$ cat src/rtl/rx_tx_pkg.sv
// Shared Ethernet RX/TX constants, framer state type and the reflected CRC-32 byte step.
package rx_tx_pkg;

    localparam logic [7:0]  PREAMBLE_BYTE  = 8'h55;
    localparam logic [7:0]  SFD_BYTE       = 8'hD5;
    // Residue left in the register after running CRC over data plus a correct FCS
    localparam logic [31:0] CRC32_CONSTANT = 32'hDEBB20E3;
    localparam int          MIN_FRAME_SIZE = 64;
    localparam int          MAX_FRAME_SIZE = 1518;

    typedef enum logic [1:0] {IDLE, PREAMBLE, DATA, DROP} rx_state_t;

    function automatic logic [31:0] crc32_next(input logic [7:0] d, input logic [31:0] c);
        logic [31:0] r;
        r = c;
        for (int i = 0; i < 8; i++) begin
            if (r[0] ^ d[i]) r = (r >> 1) ^ 32'hEDB88320;
            else             r = r >> 1;
        end
        return r;
    endfunction

endpackage

$ cat src/rtl/eth_rx_delay_line.sv
// Fixed-depth byte shift register with per-entry valid bits; holds back the trailing FCS bytes.
module eth_rx_delay_line #(
    parameter int DEPTH = 5,
    parameter int W     = 8
) (
    input  logic         clk,
    input  logic         rst_n_in,
    input  logic         push,
    input  logic         flush,
    input  logic [W-1:0] din,
    output logic         full,
    output logic [W-1:0] dout
);

    logic [DEPTH-1:0][W-1:0] data;
    logic [DEPTH-1:0]        vld;

    always_ff @(posedge clk or negedge rst_n_in) begin
        if (!rst_n_in) begin
            data <= '0;
            vld  <= '0;
        end else if (flush) begin
            vld  <= '0;
        end else if (push) begin
            data <= {data[DEPTH-2:0], din};
            vld  <= {vld[DEPTH-2:0], 1'b1};
        end
    end

    assign full = &vld;
    assign dout = data[DEPTH-1];

endmodule

$ cat src/rtl/eth_rx_framer.sv
// Byte-wide Ethernet RX framer: preamble/SFD detect, CRC-32 check, FCS strip, sop/eop payload stream.
// Optional RX_LEN_CHECK_EN adds a post-SFD byte counter that flags frames outside 64..1518 bytes.
module eth_rx_framer
    import rx_tx_pkg::*;
#(
    parameter int          PREAMBLE_MIN = 6,
    parameter logic [31:0] CRC_INIT     = 32'hFFFFFFFF
) (
    input  logic       clk,
    input  logic       rst_n_in,
    input  logic       rx_dv,
    input  logic       rx_er,
    input  logic [7:0] rxd,
    output logic       out_valid,
    output logic [7:0] out_data,
    output logic       out_sop,
    output logic       out_eop,
    output logic       out_err,
    output logic       stat_frame_ok,
    output logic       stat_frame_err
);

    rx_state_t   state, state_nxt;
    logic [2:0]  pre_cnt;
    logic [31:0] crc;
    logic        sticky_err;
    logic        sop_pend;
    logic        dl_full;
    logic [7:0]  dl_dout;

    logic is_pre, sfd_ok, push, emit, frame_end, emit_eop, frame_bad, len_bad;

    assign is_pre = (rxd == PREAMBLE_BYTE);
    assign sfd_ok = (state == PREAMBLE) && rx_dv && (rxd == SFD_BYTE) &&
                    (int'(pre_cnt) >= PREAMBLE_MIN);

`ifdef RX_LEN_CHECK_EN
    logic [10:0] len_cnt;

    always_ff @(posedge clk or negedge rst_n_in) begin
        if (!rst_n_in)                      len_cnt <= '0;
        else if (sfd_ok)                    len_cnt <= '0;
        else if (push && len_cnt != 11'h7FF) len_cnt <= len_cnt + 11'd1;
    end

    assign len_bad = (len_cnt < 11'(MIN_FRAME_SIZE)) || (len_cnt > 11'(MAX_FRAME_SIZE));
`else
    assign len_bad = 1'b0;
`endif

    always_ff @(posedge clk or negedge rst_n_in) begin
        if (!rst_n_in) state <= IDLE;
        else           state <= state_nxt;
    end

    always_comb begin
        state_nxt = state;
        case (state)
            IDLE:     if (rx_dv) state_nxt = is_pre ? PREAMBLE : DROP;
            PREAMBLE: begin
                if (!rx_dv)      state_nxt = IDLE;
                else if (is_pre) state_nxt = PREAMBLE;
                else if (sfd_ok) state_nxt = DATA;
                else             state_nxt = DROP;
            end
            DATA:     if (!rx_dv) state_nxt = IDLE;
            DROP:     if (!rx_dv) state_nxt = IDLE;
            default:  state_nxt = IDLE;
        endcase
    end

    always_comb begin
        push      = (state == DATA) && rx_dv;
        emit      = push && dl_full;
        frame_end = (state == DATA) && !rx_dv;
        emit_eop  = frame_end && dl_full;
        frame_bad = sticky_err || (crc != CRC32_CONSTANT) || len_bad;
    end

    eth_rx_delay_line #(.DEPTH(5), .W(8)) u_dly (
        .clk      (clk),
        .rst_n_in (rst_n_in),
        .push     (push),
        .flush    (frame_end),
        .din      (rxd),
        .full     (dl_full),
        .dout     (dl_dout)
    );

    always_ff @(posedge clk or negedge rst_n_in) begin
        if (!rst_n_in) begin
            pre_cnt    <= '0;
            crc        <= CRC_INIT;
            sticky_err <= 1'b0;
            sop_pend   <= 1'b0;
        end else begin
            if (state == IDLE && rx_dv && is_pre)                     pre_cnt <= 3'd1;
            else if (state == PREAMBLE && rx_dv && is_pre && pre_cnt != 3'd7) pre_cnt <= pre_cnt + 3'd1;
            else if (state != PREAMBLE)                                pre_cnt <= '0;

            if (sfd_ok)    crc <= CRC_INIT;
            else if (push) crc <= crc32_next(rxd, crc);

            if (sfd_ok || frame_end) sticky_err <= 1'b0;
            else if (push && rx_er)  sticky_err <= 1'b1;

            if (sfd_ok)                sop_pend <= 1'b1;
            else if (emit || emit_eop) sop_pend <= 1'b0;
        end
    end

    // A runt never fills the line, so it only ever shows up as a stat error pulse
    always_ff @(posedge clk or negedge rst_n_in) begin
        if (!rst_n_in) begin
            out_valid      <= 1'b0;
            out_data       <= '0;
            out_sop        <= 1'b0;
            out_eop        <= 1'b0;
            out_err        <= 1'b0;
            stat_frame_ok  <= 1'b0;
            stat_frame_err <= 1'b0;
        end else begin
            out_valid      <= emit || emit_eop;
            out_data       <= (emit || emit_eop) ? dl_dout : 8'h00;
            out_sop        <= (emit || emit_eop) && sop_pend;
            out_eop        <= emit_eop;
            out_err        <= emit_eop && frame_bad;
            stat_frame_ok  <= emit_eop && !frame_bad;
            stat_frame_err <= frame_end && (!dl_full || frame_bad);
        end
    end

endmodule

$ cat config.mk
export PLATFORM = sky130hd
export DESIGN_NAME = eth_rx_framer
export DESIGN_NICKNAME = d
export VERILOG_FILES = /design/src/rtl/rx_tx_pkg.sv /design/src/rtl/eth_rx_delay_line.sv /design/src/rtl/eth_rx_framer.sv
export SDC_FILE = /design/constraint.sdc
export NUM_CORES = 1
export LEC_CHECK = 0
export BUFFER_PORTS_ARGS = -buffer_cell sky130_fd_sc_hd__buf_4
export CAP_MARGIN = 20
export CORE_ASPECT_RATIO = 1.25
export CORE_MARGIN = 2
export CORE_UTILIZATION = 63
export CTS_BUF_LIST = sky130_fd_sc_hd__clkbuf_8
export DETAILED_ROUTE_END_ITERATION = 8
export HOLD_SLACK_MARGIN = 0.08
export PLACE_DENSITY = 0.91
export RECOVER_POWER = 25
export SETUP_SLACK_MARGIN = 0.05
export SYNTH_ARGS = -nofsm -noshare
export SYNTH_HDL_FRONTEND = slang
export SYNTH_SLANG_ARGS = --single-unit
$ cat constraint.sdc
create_clock -name clk -period 2.2 [get_ports clk]
set_input_delay 0.33 -clock clk [delete_from_list [all_inputs] [get_ports clk]]
set_output_delay 0.33 -clock clk [all_outputs]
set_load 0.005 [all_outputs]
== Word level (Yosys, flattened, before mapping) ==
Index checks and enable logic that the tools add are counted.

* $add $sub $neg: 1
* Order comparisons: 1
* Eq/ne operators: 10
* Muxes and demuxes: 41
* Bitwise gates (word level): 17
* Reduce and logical (&&, ||, !) cells: 33

{| class="wikitable"
|+ Operator list
! operator !! number
|-
| $mux 32 || 24
|-
| $not 13->14 || 8
|-
| $ne 32x32->1 const B || 1
|-
| $logic_and 1x1->1 || 16
|-
| $mux 2 || 5
|-
| $mux 5 || 2
|-
| $mux 3 || 3
|-
| $eq 8x7->1 const B || 1
|-
| $eq 8x8->1 const B || 1
|-
| $mux 8 || 1
|-
| $reduce_bool 2->1 || 4
|-
| $xor 1x1->1 || 8
|-
| $pmux 2 s3 || 1
|-
| $mux 1 || 5
|-
| $reduce_and 5->1 || 1
|-
| $eq 2x2->1 const B || 2
|-
| $logic_or 1x1->1 || 4
|-
| $ne 2x2->1 const B || 2
|-
| $reduce_and 2->1 || 2
|-
| $add 3x1->3 const B || 1
|-
| $ge 3x3->1 const B || 1
|-
| $logic_not 1->1 || 3
|-
| $ne 3x3->1 const B || 1
|-
| $reduce_bool 3->1 || 1
|-
| other kinds (5) || 5
|}

* Register bits: 98
* Input port bits: 12
* Output and inout bits: 14
* Word-level logic and storage cells: 121

== Logic depth before layout (Yosys ltp) ==
* Depth in word-level cells: 33
* Depth in mapped cells: 9
* Gate-level depth less buffers: 7

== Cells and area by module ==
Synthesis repeated with hierarchy kept, for this count alone.

* Cell total of the unflattened synthesis: 343
* Area, all modules: 4,862.2 sq um

{| class="wikitable"
|+ By module, submodules not included
! module !! times used !! cells each !! area each (sq um) !! sequential area each (sq um)
|-
| eth_rx_framer || 1 || 231 || 2,895.3 || 1,366.3
|-
| eth_rx_delay_line || 1 || 112 || 1,966.9 || 1,126.1
|}

== Worst setup path before layout ==
No wires, ideal clock.

* Kind: flip-flop to flip-flop
* From: reg crc[0]
* To: reg crc[19]
* Library setup time: 0.073 ns
* Data arrival time: 1.813 ns
* Data required time: 2.127 ns
* Setup slack: 0.314 ns
* Cell stages (with the launch flop): 6
* Buffers on the path: 0
* Clock period less this slack: 1.886 ns
* Cell sequence: dfstp_2 xor2_2 xnor3_2 xnor2_2 xnor3_1 a21oi_1

* Cells in the longest elaborated chain, start to end: 30
* Elaborated cells between the ends (all ways): 31
* Those cells by class: mux (24); bitwise (7)

{| class="wikitable"
|+ Ends and longest elaborated chain
! what !! line !! source
|-
| from (decl) || eth_rx_framer.sv:25 || <nowiki>logic [31:0] crc;</nowiki>
|-
| from (signal assigned) || eth_rx_framer.sv:102 || <nowiki>else if (push) crc <= crc32_next(rxd, crc);</nowiki>
|-
| $xor 1x1->1 (*) || rx_tx_pkg.sv:17 || <nowiki>if (r[0] ^ d[i]) r = (r >> 1) ^ 32'hEDB88320;</nowiki>
|-
| $mux 32 (*) || rx_tx_pkg.sv:17 ||
|-
| $mux 32 (*) || eth_rx_framer.sv:102 ||
|-
| $mux 32 (*) || eth_rx_framer.sv:101 || <nowiki>if (sfd_ok) crc <= CRC_INIT;</nowiki>
|-
| $mux 32 (*) || rx_tx_pkg.sv:17 ||
|-
| $mux 32 (*) || eth_rx_framer.sv:102 ||
|-
| $mux 32 (*) || eth_rx_framer.sv:101 ||
|-
| $not 13->14 (no line) || -- ||
|-
| (+14 left out) || -- ||
|-
| $not 13->14 (no line) || -- ||
|-
| $mux 32 (*) || rx_tx_pkg.sv:17 ||
|-
| $mux 32 (*) || eth_rx_framer.sv:102 ||
|-
| $mux 32 (*) || eth_rx_framer.sv:101 ||
|-
| $not 13->14 (no line) || -- ||
|-
| $mux 32 (*) || rx_tx_pkg.sv:17 ||
|-
| $mux 32 (*) || eth_rx_framer.sv:102 ||
|-
| $mux 32 (*) || eth_rx_framer.sv:101 ||
|}

Mark *: on every way between the ends. The rest lies on a longest branch, timed or not. The select of a mux whose other input is x is not followed.
A chain may end at the register's enable or synchronous reset.

== Worst setup path after layout ==
* From: reg crc[4]
* To: reg crc[23]

* Cells in the longest elaborated chain, start to end: 27

{| class="wikitable"
|+ Ends and longest elaborated chain
! what !! line
|-
| $mux 32 (*) || rx_tx_pkg.sv:17
|-
| $mux 32 (*) || eth_rx_framer.sv:102
|-
| $mux 32 (*) || eth_rx_framer.sv:101
|-
| $mux 32 (*) || rx_tx_pkg.sv:17
|-
| $mux 32 (*) || eth_rx_framer.sv:102
|-
| $mux 32 (*) || eth_rx_framer.sv:101
|-
| $mux 32 (*) || rx_tx_pkg.sv:17
|-
| $mux 32 (*) || eth_rx_framer.sv:102
|-
| (+11 left out) || --
|-
| $not 13->14 (no line) || --
|-
| $mux 32 (*) || rx_tx_pkg.sv:17
|-
| $mux 32 (*) || eth_rx_framer.sv:102
|-
| $mux 32 (*) || eth_rx_framer.sv:101
|-
| $not 13->14 (no line) || --
|-
| $mux 32 (*) || rx_tx_pkg.sv:17
|-
| $mux 32 (*) || eth_rx_framer.sv:102
|-
| $mux 32 (*) || eth_rx_framer.sv:101
|}

Marks and branches as above.

==> flow_summary.yaml <==
sta:
  finalCriticalPeriod_ps: 2030
  clock.fmax_mhz: 492
  setup_viol: 0
  finalHoldViolCount: 0
  setup_tns_ps: 0
  clock-skew-final_ps: 11.4
  grt_setup_unrepaired: "false"
  period_share_pct: 92.4
  relSlewSlack_pct: 48.0
  drv_slew: 0
  tightest_slew_ps: 781
logic_synthesis:
  syn-num-nets: 455
  netlist_top_cells_count: "135 x nand2_1, 66 x dfrtp_1, 42 x xnor2_1"
  synthArstFlopShare_pct: 100
  synth_most_common_cell: "nand2_1"
  synth_cell_types: 43
  ys_ff_latch: 98
  synth_top_cell_by_area: "dfrtp_1"
  yosysTopAreaCellShare_pct: 36.0
  synth_warnings: 0
  synth_area_sq_um: 4590
  ys.flop_type: "dfrtp_1"
  synth_area_per_cell_sq_um: 10.4
  ys_seq_area_share_pct: 54.3
  syn_inst: 440
  synth_edf_count: 0
  synthTopCellsByArea: "dfrtp_1 36%, dfstp_2 18%, nand2_1 11%"
setup_path:
  endpoint_kind: "flop"
  crit_type: "reg -> reg"
  cp_data_arrival_time_ps: 2350
  required_ps: 2520
  critPathLaunchType: "flop"
  worstPathMaxFanout: 7
power_and_ir_drop:
  p_per_area_nw_per_um2: 1580
  total_leakage_power_uw: 0.00246
  ir_drop_v: 0.00106
clock_tree:
  cts.sinks: 98
  root_buffer: "clkbuf_8"
  htreeDepth: 3
  cts_tree: "yes"
  clk_latency_ps: 370
  cts_setup_buffers: 0
  clockBufferDepth: 2
  numCtsBuffers: 9
  clkSlewWorstSetupHoldPaths_ps: 100
routing:
  drc: 0
  wl_per_cell_um: 17.1
  viasPerCell: 5.73
  drt_iter0_markers: 260
  drtAntennaViolNets: 0
  vias: 3229
  wirelength_um: 9640
  first_pass_iters: 4
placement:
  dp_hpwl_um: 6470
  place.gp.congestion: 0.955
  port_buffers: 25
cells_and_area:
  fill_cells: 472
  drive_gt1_share_pct: 21.3
  n_antenna_cell: 0
  fin_nets: 484
  post-route-util_pct: 73.5
  syn2layout_area_growth_pct: 12.3
job:
  cap_viol_max_count: 0
global_routing:
  antenna_found_initial: 0
  grt_usage_pct: 26.3
  overflow: 0
  grt_pass1_vias: 3197
  grt_start_max_net_pins: 69
  grt_pass1_wl_um: 15800
floorplanning:
  die-area_sq_um: 7990
  start_util_pct: 65.4
  io_pins: 26
  core_area_sq_um: 7020
  die_w_um: 80.4
  fp.dieH_um: 99.5
  rows: 34
min_path:
  hold_class: "in -> reg"
status:
  outcome: "completed"
registers in the layout, indices dropped and copies added, names as in the netlist, 2 cells and up:
| name | flops |
|---|---|
| u_dly.data | 32 |
| pre_cnt | 3 |
| u_dly.dout | 8 |
| crc | 32 |
| u_dly.vld | 5 |
| state | 2 |
| out_data | 8 |
worst paths after layout:
path,start,to,slack (ps),cells after the start
min,rxd[5],u_dly.data[5],210,3
min in group asynchronous,rst_n_in,u_dly.data[3],550,2
max,crc[4],crc[23],170,5
max reg2reg,crc[4],crc[23],170,5
max in group asynchronous,rst_n_in,crc[19],790,3
min reg2reg,u_dly.data[0],u_dly.data[8],460,2
cell usage in the layout (no fill, tap or decap), types with 4 or more instances in the layout:
master / count
nand2_1: 135
dfrtp_1: 66
xnor2_1: 42
dfstp_2: 32
buf_4: 32
nor2_1: 26
a21oi_1: 19
xor2_1: 15
and3_1: 11
o22a_1: 11
clkbuf_8: 10
xnor2_2: 9
nand3_1: 5
nor3_1: 4
o211ai_1: 4
report_power, final:
| group | internal [uW] | switching (uW) |
|---|---|---|
| registers | 2500 | 479 |
| clock network | 582 | 660 |
| logic | 1960 | 1980 |
stage by stage:
stage	setup WS, ps	hold slack [ps]	instance area [sq um]	cells	power [uW]
after global routing	91.1	199	5160	564	8580
after CTS	180	194	5160	564	8150
after floorplan	314	34.4	4590	440	5940
after global placement	145	282	4930	547	6660
final	167	210	5160	564	8170
after detailed placement	124	283	4930	547	6820
area by class of cell:
type	instances	area, sq um	share of cell area, %
clock inverter	6	83.8	1.62
timing repair buffer	37	315	6.11
multi-input combinational	320	2010	38.9
sequential	98	2490	48.3
clock buffer	10	138	2.67
inverter	3	11.3	0.218
tap	90	113	2.18
critical path: stages (launching register included):
cell and delay, ps:
dfstp_2 630, xor2_4 380, xnor2_1 160, xnor2_1 370, xor2_1 260, o22a_1 180
kinds of logic (layout without fill, tap and decap cells):
| kind of cell | after synthesis | count (layout) | synth area share, % |
|---|---|---|---|
| fa+ha+maj | 3 | 3 | 0.817 |
| buf+inv | 22 | 56 | 2.21 |
| xor+xnor | 72 | 72 | 17.2 |
| simple gates | 203 | 203 | 19.3 |
| flops | 98 | 98 | 54.3 |
| mux | 1 | 1 | 0.218 |
| compound gates | 41 | 41 | 5.99 |
layer usage:
metal  track usage [%]  up-vias  share of wire (%)
li1                  -     1496                  -
met1              34.6     1611                 41
met2              43.2      106                 52
met3              4.17       16                5.6
met4              11.7        0                2.1
met5                 0        -                  0
timing repair:
item                                    CTS  global route
gates resized for setup                   0             0
hold endpoints to repair                 11             0
hold buffers                              1             0
endpoints found under the setup margin    0             0
(Power assumes the default switching activity.)
